### src/rtl/ctrl_sys_pkg.sv
// ---------------------------------------------------------------------------
// ctrl_sys_pkg
// Definitions shared by the control-system request path:
//   - one-hot state codes for the register-group decoder FSM
//   - default group-index width and the unmapped-access read pattern
// ---------------------------------------------------------------------------
package ctrl_sys_pkg;

    localparam logic [3:0] ST_IDLE   = 4'b0001;
    localparam logic [3:0] ST_SETUP  = 4'b0010;
    localparam logic [3:0] ST_ACCESS = 4'b0100;
    localparam logic [3:0] ST_DONE   = 4'b1000;

    localparam int          GRP_SEL_W_DEF = 3;
    localparam logic [15:0] ERR_DATA_DEF  = 16'hDEAD;

    typedef enum logic [3:0] {
        S_IDLE   = ST_IDLE,
        S_SETUP  = ST_SETUP,
        S_ACCESS = ST_ACCESS,
        S_DONE   = ST_DONE
    } state_t;

endpackage

### src/rtl/sat_cnt16.sv
// ---------------------------------------------------------------------------
// sat_cnt16
// 16-bit counter that sticks at 16'hFFFF. Clear has priority over increment.
// Ports:
//   clk, rst   clock, asynchronous active-high reset
//   i_clr      synchronous clear
//   i_inc      increment request
//   o_cnt      current count
// ---------------------------------------------------------------------------
module sat_cnt16 (
    input  logic        clk,
    input  logic        rst,
    input  logic        i_clr,
    input  logic        i_inc,
    output logic [15:0] o_cnt
);

    logic [15:0] r_cnt;

    // NOTE: sequential state uses non-blocking assignments so every register
    // samples the pre-edge value of its inputs, independent of block order.
    always_ff @(posedge clk or posedge rst) begin
        if (rst) begin
            r_cnt <= '0;
        end else if (i_clr) begin
            r_cnt <= '0;
        end else if (i_inc && (r_cnt != 16'hFFFF)) begin
            r_cnt <= r_cnt + 16'd1;
        end
    end

    assign o_cnt = r_cnt;

endmodule

### src/rtl/reg_group_decoder.sv
// ---------------------------------------------------------------------------
// reg_group_decoder
// Converts one arbitrated request into an APB-style setup/access cycle on the
// register group chosen by the upper address bits. Unmapped group indices
// complete locally with ERR_DATA and bump a saturating error counter.
// Ports:
//   clk, rst                       clock, asynchronous active-high reset
//   req_addr/write/sel/wdata       upstream request (req_sel held to ready)
//   req_ready, req_rdata           one-cycle completion pulse + read data
//   grp_sel/enable/write/addr/wdata  group-side bus (one-hot select)
//   grp_ready, grp_rdata           per-group ready and flattened read data
//   err_clr, err_cnt               clear / count of unmapped accesses
// ---------------------------------------------------------------------------
module reg_group_decoder
    import ctrl_sys_pkg::*;
#(
    parameter int                    ADDR_WIDTH = 21,
    parameter int                    DATA_WIDTH = 16,
    parameter int                    GRP_SEL_W  = GRP_SEL_W_DEF,
    parameter int                    GRP_NUM    = 5,
    parameter int                    OFF_WIDTH  = ADDR_WIDTH - GRP_SEL_W,
    parameter logic [DATA_WIDTH-1:0] ERR_DATA   = ERR_DATA_DEF
) (
    input  logic                          clk,
    input  logic                          rst,
    input  logic [ADDR_WIDTH-1:0]         req_addr,
    input  logic                          req_write,
    input  logic                          req_sel,
    input  logic [DATA_WIDTH-1:0]         req_wdata,
    output logic                          req_ready,
    output logic [DATA_WIDTH-1:0]         req_rdata,
    output logic [GRP_NUM-1:0]            grp_sel,
    output logic                          grp_enable,
    output logic                          grp_write,
    output logic [OFF_WIDTH-1:0]          grp_addr,
    output logic [DATA_WIDTH-1:0]         grp_wdata,
    input  logic [GRP_NUM-1:0]            grp_ready,
    input  logic [GRP_NUM*DATA_WIDTH-1:0] grp_rdata,
    input  logic                          err_clr,
    output logic [15:0]                   err_cnt
);

    state_t                  r_state;
    logic                    r_armed;
    logic [DATA_WIDTH-1:0]   r_req_rdata;
    logic [GRP_NUM-1:0]      r_grp_sel;
    logic                    r_grp_enable;
    logic                    r_grp_write;
    logic [OFF_WIDTH-1:0]    r_grp_addr;
    logic [DATA_WIDTH-1:0]   r_grp_wdata;

    logic [GRP_SEL_W-1:0]    w_req_idx;
    logic [OFF_WIDTH-1:0]    w_req_off;
    logic                    w_mapped;
    logic                    w_launch;
    logic                    w_err_inc;
    logic [GRP_NUM-1:0]      w_req_onehot;
    logic                    w_grp_ready;
    logic [DATA_WIDTH-1:0]   w_grp_rdata;

    assign w_req_idx = req_addr[ADDR_WIDTH-1 -: GRP_SEL_W];
    assign w_req_off = req_addr[OFF_WIDTH-1:0];
    // One extra bit so GRP_NUM == 2**GRP_SEL_W compares correctly.
    assign w_mapped  = ({1'b0, w_req_idx} < (GRP_SEL_W+1)'(GRP_NUM));
    assign w_launch  = (r_state == S_IDLE) && req_sel && r_armed;
    assign w_err_inc = w_launch && !w_mapped;

    // NOTE: every signal driven in always_comb gets a default first, so no
    // path through the block leaves it unassigned and a latch is inferred.
    always_comb begin
        w_req_onehot = '0;
        for (int g = 0; g < GRP_NUM; g++) begin
            w_req_onehot[g] = (w_req_idx == GRP_SEL_W'(g));
        end
    end

    // The registered one-hot select doubles as the group index: ready and
    // read data of non-selected groups are masked out here.
    always_comb begin
        w_grp_ready = |(grp_ready & r_grp_sel);
        w_grp_rdata = '0;
        for (int g = 0; g < GRP_NUM; g++) begin
            if (r_grp_sel[g]) begin
                w_grp_rdata = w_grp_rdata | grp_rdata[g*DATA_WIDTH +: DATA_WIDTH];
            end
        end
    end

    always_ff @(posedge clk or posedge rst) begin
        if (rst) begin
            r_state      <= S_IDLE;
            r_armed      <= 1'b1;
            r_req_rdata  <= '0;
            r_grp_sel    <= '0;
            r_grp_enable <= 1'b0;
            r_grp_write  <= 1'b0;
            r_grp_addr   <= '0;
            r_grp_wdata  <= '0;
        end else begin
            // Any low sample of req_sel re-arms; this keeps the trailing
            // req_sel cycle after DONE from starting a second transfer.
            if (!req_sel) begin
                r_armed <= 1'b1;
            end

            case (r_state)
                S_IDLE: begin
                    if (w_launch) begin
                        if (w_mapped) begin
                            r_grp_sel   <= w_req_onehot;
                            r_grp_write <= req_write;
                            r_grp_addr  <= w_req_off;
                            r_grp_wdata <= req_wdata;
                            r_state     <= S_SETUP;
                        end else begin
                            // Local completion; the group bus stays quiet.
                            r_req_rdata <= ERR_DATA;
                            r_armed     <= 1'b0;
                            r_state     <= S_DONE;
                        end
                    end
                end

                S_SETUP: begin
                    if (!req_sel) begin
                        r_grp_sel <= '0;
                        r_state   <= S_IDLE;
                    end else begin
                        r_grp_enable <= 1'b1;
                        r_state      <= S_ACCESS;
                    end
                end

                S_ACCESS: begin
                    if (!req_sel) begin
                        r_grp_sel    <= '0;
                        r_grp_enable <= 1'b0;
                        r_state      <= S_IDLE;
                    end else if (w_grp_ready) begin
                        r_req_rdata  <= r_grp_write ? '0 : w_grp_rdata;
                        r_grp_sel    <= '0;
                        r_grp_enable <= 1'b0;
                        r_armed      <= 1'b0;
                        r_state      <= S_DONE;
                    end
                end

                S_DONE: begin
                    r_state <= S_IDLE;
                end

                default: begin
                    r_state      <= S_IDLE;
                    r_grp_sel    <= '0;
                    r_grp_enable <= 1'b0;
                end
            endcase
        end
    end

    sat_cnt16 u_err_cnt (
        .clk   (clk),
        .rst   (rst),
        .i_clr (err_clr),
        .i_inc (w_err_inc),
        .o_cnt (err_cnt)
    );

    assign req_ready  = (r_state == S_DONE);
    assign req_rdata  = r_req_rdata;
    assign grp_sel    = r_grp_sel;
    assign grp_enable = r_grp_enable;
    assign grp_write  = r_grp_write;
    assign grp_addr   = r_grp_addr;
    assign grp_wdata  = r_grp_wdata;

endmodule
### config.mk
export PLATFORM = sky130hd
export DESIGN_NAME = reg_group_decoder
export DESIGN_NICKNAME = d
export VERILOG_FILES = /design/src/rtl/ctrl_sys_pkg.sv /design/src/rtl/sat_cnt16.sv /design/src/rtl/reg_group_decoder.sv
export SDC_FILE = /design/constraint.sdc
export NUM_CORES = 1
export LEC_CHECK = 0
export ABC_AREA = 1
export CORE_ASPECT_RATIO = 0.9
export CORE_MARGIN = 2
export CORE_UTILIZATION = 35
export DETAILED_ROUTE_END_ITERATION = 16
export PLACE_DENSITY_LB_ADDON = 0.3
export SLEW_MARGIN = 30
export SYNTH_ARGS = -nofsm -noshare
export SYNTH_HDL_FRONTEND = slang
export SYNTH_SLANG_ARGS = --single-unit
### constraint.sdc
create_clock -name clk -period 2.3 [get_ports clk]
set_input_delay 0.46 -clock clk [delete_from_list [all_inputs] [get_ports clk]]
set_output_delay 0.46 -clock clk [all_outputs]
set_load 0.03 [all_outputs]
==> metrics.md, run 1 <==
| Metric | Value |
|---|---|
| Clock sinks | 78 |
| Unrepaired setup endpoints after global routing | false |
| Worst Reg-to-Reg Cells | 10 |
| Drt drc | 0 |
| WP depth | 1 |
| Worst path top cell family by delay | buffers and inverters |
| YS warnings | 0 |
| Clock Latency Late Sink | 0.33 ns |
| CTS Root Cell | clkbuf_16 |
| Area Growth Syn to Fin | 57.8% |
| Number of setup violations in the final report | 0 |
| Worst Hold Class | reg2reg |
| DRT iter0 DRCs | 329 |
| Area contributors post-synth | dfrtp_1, nand2_1, nand3_1 |
| FMAX | 0.475 GHz |
| WP data arrival | 1.65 ns |
| Synth unique cells | 26 |
| Rows | 38 |
| Startpoint type of the worst setup path | flip-flop |
| Hold Vio Cnt, Final | 0 |
| Total power | 7390 uW |
| IO buf count | 200 |
| Max Fanout on Critical Path | 8 |
| Hold Path Depth | 2 |
| Hold slack | 0.475 ns |
| CP max stage cell | clkdlybuf4s50_1 |
| Asr flop ratio synth | 100% |
| Actual slew at the worst max-slew pin | 0.518 ns |
| Critical Path Max Stage Delay | 0.75 ns |
| Post-synth EDFFs | 0 |
| Hpwl dp | 10700 um |
| Worst r2r src | u_err_cnt.o_cnt[0] |
| Final core occ | 56.9% |
| Initial antenna violation count | 0 |
| Starting density of the core | 36.0% |
| P_leak | 0.00314 uW |
| CTS tree | done |
| Sequential share of the synthesized area | 44.7% |
| Place WS | 0.223 ns |
| First-pass GRT wire length | 22500 um |
| CTS H-Tree Depth | 3 |
| Synth Register Bits | 78 |
| R2R Path End | u_err_cnt.o_cnt[8] |
| GR Layer Usage met1 | 26.7% |
| Synth Instances | 608 |
| Vias post-DR | 4738 |
| Cell area after synthesis | 4370 um2 |
| GR peak layer | met2 |
| Flop2flop setup slack | 0.43 ns |
| Nets | 932 |
| Synth area leader | dfrtp_1 |
| # hold bufs at CTS | 0 |
| Syn avg cell area | 7.19 um2 |
| Worst Path Buf+Inv | 1 |
| DRT antenna net count | 0 |
| Inserted Clock Buffers | 9 |
| Die W | 122 um |
| Die area | 13400 um2 |
| Drt wl/cell | 14.2 um |
| Total of max-cap violations | 0 |
| Diode count | 0 |
| Top-area cell type share of the netlist area | 43.5% |
| Primary FF master, synth | dfrtp_1 |
| Fin crit share | 91.6% |
| CP Cell Sequence | clkdlybuf4s50_1 |
| Top cells by count, synth | nand2_1, dfrtp_1, nand3_1 |
| Wirelength, routed | 13800 um |
| DIE HEIGHT | 110 um |
| CP endpoint kind | output pin |
| HP Start | req_rdata[5] |
| Top-Level Pins | 201 |
| Worst-path clk slew | 0.06 ns |
| Setup_tns | 0 ns |
| Met2 GRT Util | 35.4% |
| GRT Util Overall | 21.2% |
| Slew Limit Fails | 0 |
| WP data required | 1.84 ns |
| Post-layout min period | 2.11 ns |
| Clock Tree Buf Depth | 2 |
| GPL Wtd Cong | 0.898 |
| Status | finished, final reports clean |
| Peak VDD IR | 0.635 mV |
| Vias per cell | 4.89 |
| Slew HR | 65.4% |
| Hold endpoint | req_rdata[5] |
| Fraction of layout cells with a size suffix above 1 | 7.42% |
| Setup CP Type | reg2out |
| Layout Skew | 0.00280 ns |
| Largest net degree at the start of global routing | 36 |
| Worst setup margin | 0.194 ns |
| Power density over cell area | 1070 nW/um2 |
| Core area | 12100 um2 |
| Met3 Use GR | 6.33% |
| Mapped Nets | 736 |
| Number of global-route vias before repair | 4695 |
| Pre-antenna DRT Iters | 5 |
| Grt ovf | 0 |
| Most frequent cell after synthesis | nand2_1 |
==> worst max path at each step <==
stage	from	to	slack, ns
after floorplan	u_err_cnt.o_cnt[0]	u_err_cnt.o_cnt[4]	0.57
after global placement	req_addr[19]	req_rdata[9]	0.28
after detailed placement	req_addr[19]	req_rdata[4]	0.22
after CTS	grp_sel[1]	grp_sel[1]	0.17
after global routing	grp_sel[1]	grp_sel[1]	0.14
final	grp_sel[1]	grp_sel[1]	0.19
==> cell families (layout without fill, tap and decap cells) <==
| family | Yosys count | count (layout) | share of synthesized area (%) |
|---|---|---|---|
| DFF | 78 | 78 | 44.7 |
| xor gates and xnor gates | 5 | 5 | 1.00 |
| and+or+nand+nor | 418 | 418 | 41.9 |
| adders and majority gates | 1 | 1 | 0.286 |
| buffers and inverters | 48 | 249 | 5.27 |
| AOI/OAI and AO/OA | 58 | 58 | 6.87 |
==> repair_timing <==
action / in CTS / in global routing
setup endpoints to repair: 1 / 0
resized for setup: 1 / 0
setup buffers: 0 / 0
==> cells in the final DEF (no fill, tap or decap), types with 3 or more instances in the layout <==
| master | Yosys | layout |
|---|---|---|
| nand2_2 | 16 | 16 |
| inv_1 | 18 | 17 |
| o21ai_0 | 53 | 53 |
| clkbuf_16 | 0 | 9 |
| nand4_1 | 17 | 17 |
| bufinv_16 | 0 | 3 |
| xor2_1 | 5 | 5 |
| nand3_1 | 64 | 64 |
| dfrtp_1 | 76 | 76 |
| nand2_4 | 4 | 4 |
| nor2_1 | 39 | 39 |
| buf_4 | 5 | 12 |
| clkdlybuf4s50_1 | 0 | 199 |
| nand2_1 | 266 | 266 |
| o21bai_1 | 4 | 4 |
==> layer usage <==
metal | part of all wire (%) | vias to the layer above
met5 | 0 | -
met4 | 1.8 | 0
met3 | 6.7 | 23
met2 | 47 | 153
met1 | 44 | 2213
li1 | - | 2349
==> report_power, final <==
group | switching (uW) | leakage (uW) | total [uW] | internal [uW]
Sequential | 299 | 0.00100 | 2130 | 1830
Clock | 542 | 0.000170 | 1660 | 1120
Combinational | 2200 | 0.00196 | 3600 | 1400
Total | 3040 | 0.00314 | 7390 | 4350
==> area by class of cell <==
type | count | area (um2)
fill | 1117 | 5230
multi-input combinational | 482 | 2190
timing repair buffer | 214 | 2130
sequential | 78 | 1950
clock buffer | 13 | 260
tap | 160 | 200
clock inverter | 3 | 90.1
inverter | 19 | 75.1
==> through the flow <==
step                cells  instance area, um2
floorplan             608                4370
global placement      953                6550
detailed placement    953                6550
CTS                   969                6900
global route          969                6900
finish                969                6900
==> state kept, by name, summed over array words and instances, names as in the netlist <==
name	count
r_armed	1
grp_sel	5
grp_wdata	16
r_state	4
grp_enable	1
req_rdata	16
grp_write	1
u_err_cnt.o_cnt	16
grp_addr	18
No activity file was read; power rests on OpenSTA's default activity.
==> run 2: changes to the inputs <==
Settings changed: CORE_MARGIN 2 to 1.5, SETUP_SLACK_MARGIN set to 0.3.
==> run 2 against run 1 <==
Sequential share of layout area barely moved. Utilization barely moved. Critical path depth did not move. Die area fell by 1.7%. Largest cell class unchanged. Largest power group unchanged.
==> metrics.md, run 2 (synthesis results as in run 1) <==
| Metric | Value |
|---|---|
| Status | finished, final reports clean |
| Slew HR | 65.4% (+0.084 points) |
| Actual slew at the worst max-slew pin | 0.517 ns (-0.00125 ns) |
| WP data required | 1.84 ns (about the same) |
| GPL Wtd Cong | 0.853 (-5.1%) |
| IO buf count | 200 (unchanged) |
| Critical Path Max Stage Delay | 0.71 ns (-0.04 ns) |
| DRT iter0 DRCs | 325 (-1.2%) |
| Die W | 121 um (-0.82%) |
| Worst Hold Class | reg2reg |
| Placed Cells incl. Taps | 952 (-0.10%) |
| Number of setup violations in the final report | 0 (unchanged) |
| Max Fanout on Critical Path | 6 (-2) |
| CTS Root Cell | clkbuf_16 |
| Largest net degree at the start of global routing | 38 (+5.6%) |
| Cts repair resizes | 3 (+2) |
| GRT Util Overall | 21.6% (+0.38 points) |
| Largest register FFs | 18 (unchanged) |
| Nets | 931 (-0.11%) |
| DRT antenna net count | 0 (unchanged) |
| DIE HEIGHT | 109 um (-0.91%) |
| Layout Skew | 0.00732 ns (+0.00452 ns) |
| Grt ovf | 0 (unchanged) |
| Startpoint type of the worst setup path | flip-flop |
| Peak VDD IR | 0.807 mV (+27%) |
| Unrepaired setup endpoints after global routing | false |
| Setup CP Type | reg2out |
| Slew Limit Fails | 0 (unchanged) |
| Inserted Clock Buffers | 9 (unchanged) |
| Pre-antenna DRT Iters | 8 (+3) |
| Wirelength, routed | 13900 um (+0.93%) |
| Top-Level Pins | 201 (unchanged) |
| Power density over cell area | 1060 nW/um2 (-1.5%) |
| Total of max-cap violations | 0 (unchanged) |
| CTS tree | done |
| Drt wl/cell | 14.4 um (+1.0%) |
| Worst-path clk slew | 0.06 ns (about the same) |
| Core area | 12100 um2 (unchanged) |
| First-pass GRT wire length | 22600 um (+0.46%) |
| Setup_tns | 0 ns (unchanged) |
| WP data arrival | 1.49 ns (-0.16 ns) |
| Hpwl dp | 10600 um (-0.67%) |
| # hold bufs at CTS | 0 (unchanged) |
| Starting density of the core | 36.0% (unchanged) |
| Number of global-route vias before repair | 4734 (+0.83%) |
| Clock Latency Late Sink | 0.33 ns (about the same) |
| P_leak | 0.00326 uW (+3.8%) |
| Fin crit share | 85.0% (-6.6 points) |
| CP endpoint kind | output pin |
| CP Cell Sequence | clkdlybuf4s50_1 |
| Worst path top cell family by delay | buffers and inverters |
| Die area | 13200 um2 (-1.7%) |
| Diode count | 0 (unchanged) |
| Vias per cell | 4.98 (+1.8%) |
| Vias post-DR | 4818 (+1.7%) |
| Fraction of layout cells with a size suffix above 1 | 7.55% (+0.13 points) |
| Hold Vio Cnt, Final | 0 (unchanged) |
| Commonest non-fill, non-tap cell in the layout | nand2_1 |
| Area Growth Syn to Fin | 57.7% (about the same) |
| CTS H-Tree Depth | 3 (unchanged) |
| Rows | 38 (unchanged) |
| Initial antenna violation count | 0 (unchanged) |
| Clock sinks | 78 (unchanged) |
| Post-layout min period | 1.95 ns (-0.152 ns) |
| Clock Tree Buf Depth | 2 (unchanged) |
| Postcts setup bufs | 0 (unchanged) |
| FMAX | 0.512 GHz (+7.8%) |
| CP max stage cell | clkdlybuf4s50_1 |
| Commonest cells after routing, fill and taps aside | nand2_1, clkdlybuf4s50_1, dfrtp_1 |
| Layout Cells excl Fill | 968 (-0.10%) |
| Drt drc | 0 (unchanged) |
| Worst Path Buf+Inv | 1 (unchanged) |
## run 2: per-layer routing
layer,track usage [%],vias to the layer above,share of wire (%),wire [um]
met2,35.2,196,47,6600
met4,7.65,0,2.1,295
met1,27.8,2252,43,6030
met5,0,-,0,0
li1,-,2346,-,-
met3,5.65,24,7.1,991
## run 2: stage by stage
step	cell area [um2]	hold WS, ns	total power (uW)	util (%)	setup slack, ns
finish	6890	0.473	7280	56.9	0.346
detailed placement	6550	0.464	5790	54.0	0.214
CTS	6870	0.478	7340	56.7	0.311
floorplan	4370	0.518	4310	-	0.567
global placement	6550	0.461	5710	54.0	0.278
global route	6890	0.506	7750	56.9	0.301
## run 2: layout make-up
type | instances | area (um2)
fill | 1109 | 5230
multi-input combinational | 482 | 2190
timing repair buffer | 213 | 2160
sequential | 78 | 1950
clock buffer | 11 | 233
tap | 160 | 200
clock inverter | 5 | 83.8
inverter | 19 | 75.1
## run 2: where the power goes
part	internal [uW]	switching [uW]
combinational	1400	2250
clock	953	561
sequential	1830	285
## run 2: worst reg2reg max path, cell delays in order (launching register included)
cell and delay, ns:
dfrtp_1 0.44, ha_1 0.22, nand3_1 0.18, inv_1 0.14
nand2_2 0.10, nor2_4 0.13, inv_1 0.07, nand2_4 0.17
nand2_1 0.12, nand2_1 0.09, nand2_1 0.05
## run 2: final timing paths
| kind | start | endpoint | slack, ns | depth (start not counted) |
|---|---|---|---|---|
| max in group asynchronous | rst | req_rdata[12] | 1.26 | 3 |
| min in group asynchronous | rst | r_state[3] | 0.54 | 2 |
| hold / removal | req_rdata[6] | req_rdata[6] | 0.47 | 2 |
| hold reg to reg | req_rdata[6] | req_rdata[6] | 0.47 | 2 |
| setup / recovery | u_err_cnt.o_cnt[13] | err_cnt[13] | 0.35 | 1 |
| setup reg to reg | u_err_cnt.o_cnt[0] | u_err_cnt.o_cnt[4] | 0.47 | 10 |
==> run 3: changes to the inputs <==
Clock period 2.3 ns to 1.7 ns, I/O delays scaled along.
==> run 3 against run 2 <==
Power is 59% higher. Highest routed layer unchanged. Die area stayed put. Flip-flop and latch count stayed put. Register-to-register slack worse by 0.45 ns. Critical path depth is 10 higher. Combinational power is 86% higher. Clock power is 22% higher. Worst hold slack worse by 0.022 ns. Clock-buffer cell count stayed put. Global-route usage is 3.0 points higher. Largest cell class unchanged. Non-clock buffer count is 50 higher.
==> metrics.md, run 3 (synthesis results as in run 1) <==
| Metric | Value |
|---|---|
| Status | finished, final reports clean |
| Switch share | 44.2% (+1.7 points) |
| CTS H-Tree Depth | 3 (unchanged) |
| Inserted Clock Buffers | 9 (unchanged) |
| Post-DP Area | 6820 um2 (+4.0%) |
| Layout Skew | 0.00743 ns (+0.000107 ns) |
| Power density over cell area | 1430 nW/um2 (+36%) |
| Worst Hold Class | in2async |
| Setup_tns | 0 ns (unchanged) |
| Hpwl dp | 10500 um (-1.2%) |
| Peak VDD IR | 1.07 mV (+33%) |
| Unrepaired setup endpoints after global routing | true |
| Commonest cells after routing, fill and taps aside | nand2_1, clkdlybuf4s50_1, dfrtp_1 |
| Comb power frac | 58.7% (+8.5 points) |
| Hold Vio Cnt, Final | 0 (unchanged) |
| Fin crit share | 99.0% |
| Diode count | 0 (unchanged) |
| Die area | 13200 um2 (unchanged) |
| CP endpoint kind | flip-flop |
| Top-Level Pins | 201 (unchanged) |
| Clock sinks | 78 (unchanged) |
| Drt drc | 0 (unchanged) |
| Commonest non-fill, non-tap cell in the layout | nand2_1 |
| P_leak | 0.00377 uW (+16%) |
| Drt wl/cell | 16.1 um (+12%) |
| Die W | 121 um (unchanged) |
| Pre-antenna DRT Iters | 5 (-3) |
| Vias per cell | 5.08 (+2.1%) |
| Area Growth Syn to Fin | 84.6% |
| Largest net degree at the start of global routing | 79 (+110%) |
| Slew HR | 70.0% (+4.5 points) |
| Slew Limit Fails | 0 (unchanged) |
| Startpoint type of the worst setup path | flip-flop |
| Fill cells | 999 (-9.9%) |
| Post-layout min period | 1.68 ns |
| GRT Util Overall | 24.6% (+3.0 points) |
| Fraction of layout cells with a size suffix above 1 | 36.4% (+29 points) |
| Post-route design area | 8070 um2 (+17%) |
| Pint | 6460 uW (+54%) |
| Clock Tree Buf Depth | 2 (unchanged) |
| Total of max-cap violations | 0 (unchanged) |
| WP data required | 1.93 ns (+0.09 ns) |
| Grt ovf | 0 (unchanged) |
| IO buf count | 200 (unchanged) |
| Nets | 986 (+5.9%) |
| Sequential power share | 25.4% (-3.6 points) |
| DRT antenna net count | 0 (unchanged) |
| Max Fanout on Critical Path | 8 (+2) |
| Clock Latency Late Sink | 0.34 ns (about the same) |
| Initial antenna violation count | 0 (unchanged) |
| Wirelength, routed | 16500 um (+18%) |
| First-pass GRT wire length | 25300 um (+12%) |
| Worst-path clk slew | 0.06 ns (about the same) |
| Hold slack | 0.451 ns (-0.0221 ns) |
| Total power | 11600 uW (+59%) |
| Sw power | 5120 uW (+65%) |
| Clock power share | 15.9% (-4.9 points) |
| WP data arrival | 1.91 ns (+0.42 ns) |
| Starting density of the core | 36.0% (unchanged) |
| FMAX | 0.594 GHz |
| Actual slew at the worst max-slew pin | 0.450 ns (-0.0669 ns) |
| Rows | 38 (unchanged) |
| Number of global-route vias before repair | 5145 (+8.7%) |
| Core area | 12100 um2 (unchanged) |
| DIE HEIGHT | 109 um (unchanged) |
| Number of setup violations in the final report | 0 (unchanged) |
| CTS Root Cell | clkbuf_16 |
| CTS tree | done |
| GPL Wtd Cong | 0.941 (+10%) |
| Setup CP Type | reg2reg |
| Largest register FFs | 18 (unchanged) |
| Vias post-DR | 5197 (+7.9%) |
| DRT iter0 DRCs | 289 (-11%) |
-- run 3: changes by cell type in the layout (fill, tap and decap cells not counted), moves of 28 or more --
| cell | before | now |
|---|---|---|
| clkdlybuf4s50_1 | 191 | 125 |
| nand2_1 | 266 | 205 |
| clkdlybuf4s15_2 | 1 | 45 |
| nand2_2 | 16 | 48 |
| nand2_4 | 4 | 32 |
-- run 3: power groups by stage --
| stage | Combinational [uW] | Clock (uW) | Sequential [uW] |
|---|---|---|---|
| after floorplan | 2000 | 0 | 3900 |
| after global placement | 5020 | 0 | 2880 |
| after detailed placement | 5100 | 0 | 2890 |
| after CTS | 5930 | 1870 | 2890 |
| after global routing | 7250 | 1950 | 3010 |
| final | 6790 | 1840 | 2940 |
-- run 3: layer usage --
metal	track usage (%)	up-vias	routed length, um
met5	0	-	0
met4	8.66	0	452
met3	6.54	43	1110
met2	42.9	195	8360
met1	29.4	2471	6580
li1	-	2488	-
-- run 3: final cells by class --
| class | instances | area, um2 | share of cell area [%] |
|---|---|---|---|
| inverter | 19 | 90.1 | 1.12 |
| clock buffer | 11 | 243 | 3.01 |
| sequential | 78 | 1970 | 24.5 |
| tap | 160 | 200 | 2.48 |
| clock inverter | 5 | 42.5 | 0.527 |
| timing repair buffer | 263 | 2710 | 33.6 |
| multi-input combinational | 487 | 2810 | 34.8 |
-- run 3: stage by stage --
step           util [%]  setup slack [ns]  cells
2_1_floorplan         -             0.187    608
3_3_place_gp       56.2            -0.221    966
3_5_place_dp       56.2            -0.290    966
4_1_cts            62.5            0.0522   1003
5_1_grt            66.5           -0.0316   1023
6_report           66.5            0.0175   1023
-- run 3: path summary, 6_finish.rpt --
kind	slack, ns	from	end	cells past startpoint
max in group asynchronous	0.84	rst	u_err_cnt.o_cnt[0]	3
setup / recovery	0.02	r_state[0]	req_rdata[7]	11
hold / removal	0.45	rst	grp_wdata[14]	3
hold reg to reg	0.47	grp_wdata[3]	grp_wdata[3]	2
setup reg to reg	0.02	r_state[0]	req_rdata[7]	11
min in group clk	0.47	grp_wdata[3]	grp_wdata[3]	2
-- run 3: repair_timing --
item,in CTS,in global routing
pin swaps,7,28
cloned,9,5
setup endpoints to repair,148,86
setup buffers,12,15
hold buffers,0,0
gates resized for setup,344,108
-- run 3: critical path, stage by stage, from the launching register on --
cell,delay [ns]
dfstp_2,0.59
nand2_4,0.08
nor2_8,0.10
buf_12,0.12
buf_8,0.11
nand2_8,0.05
nand2_4,0.08
nor2_8,0.05
buf_12,0.12
clkbuf_16,0.16
nand3_1,0.06
nand2_1,0.05
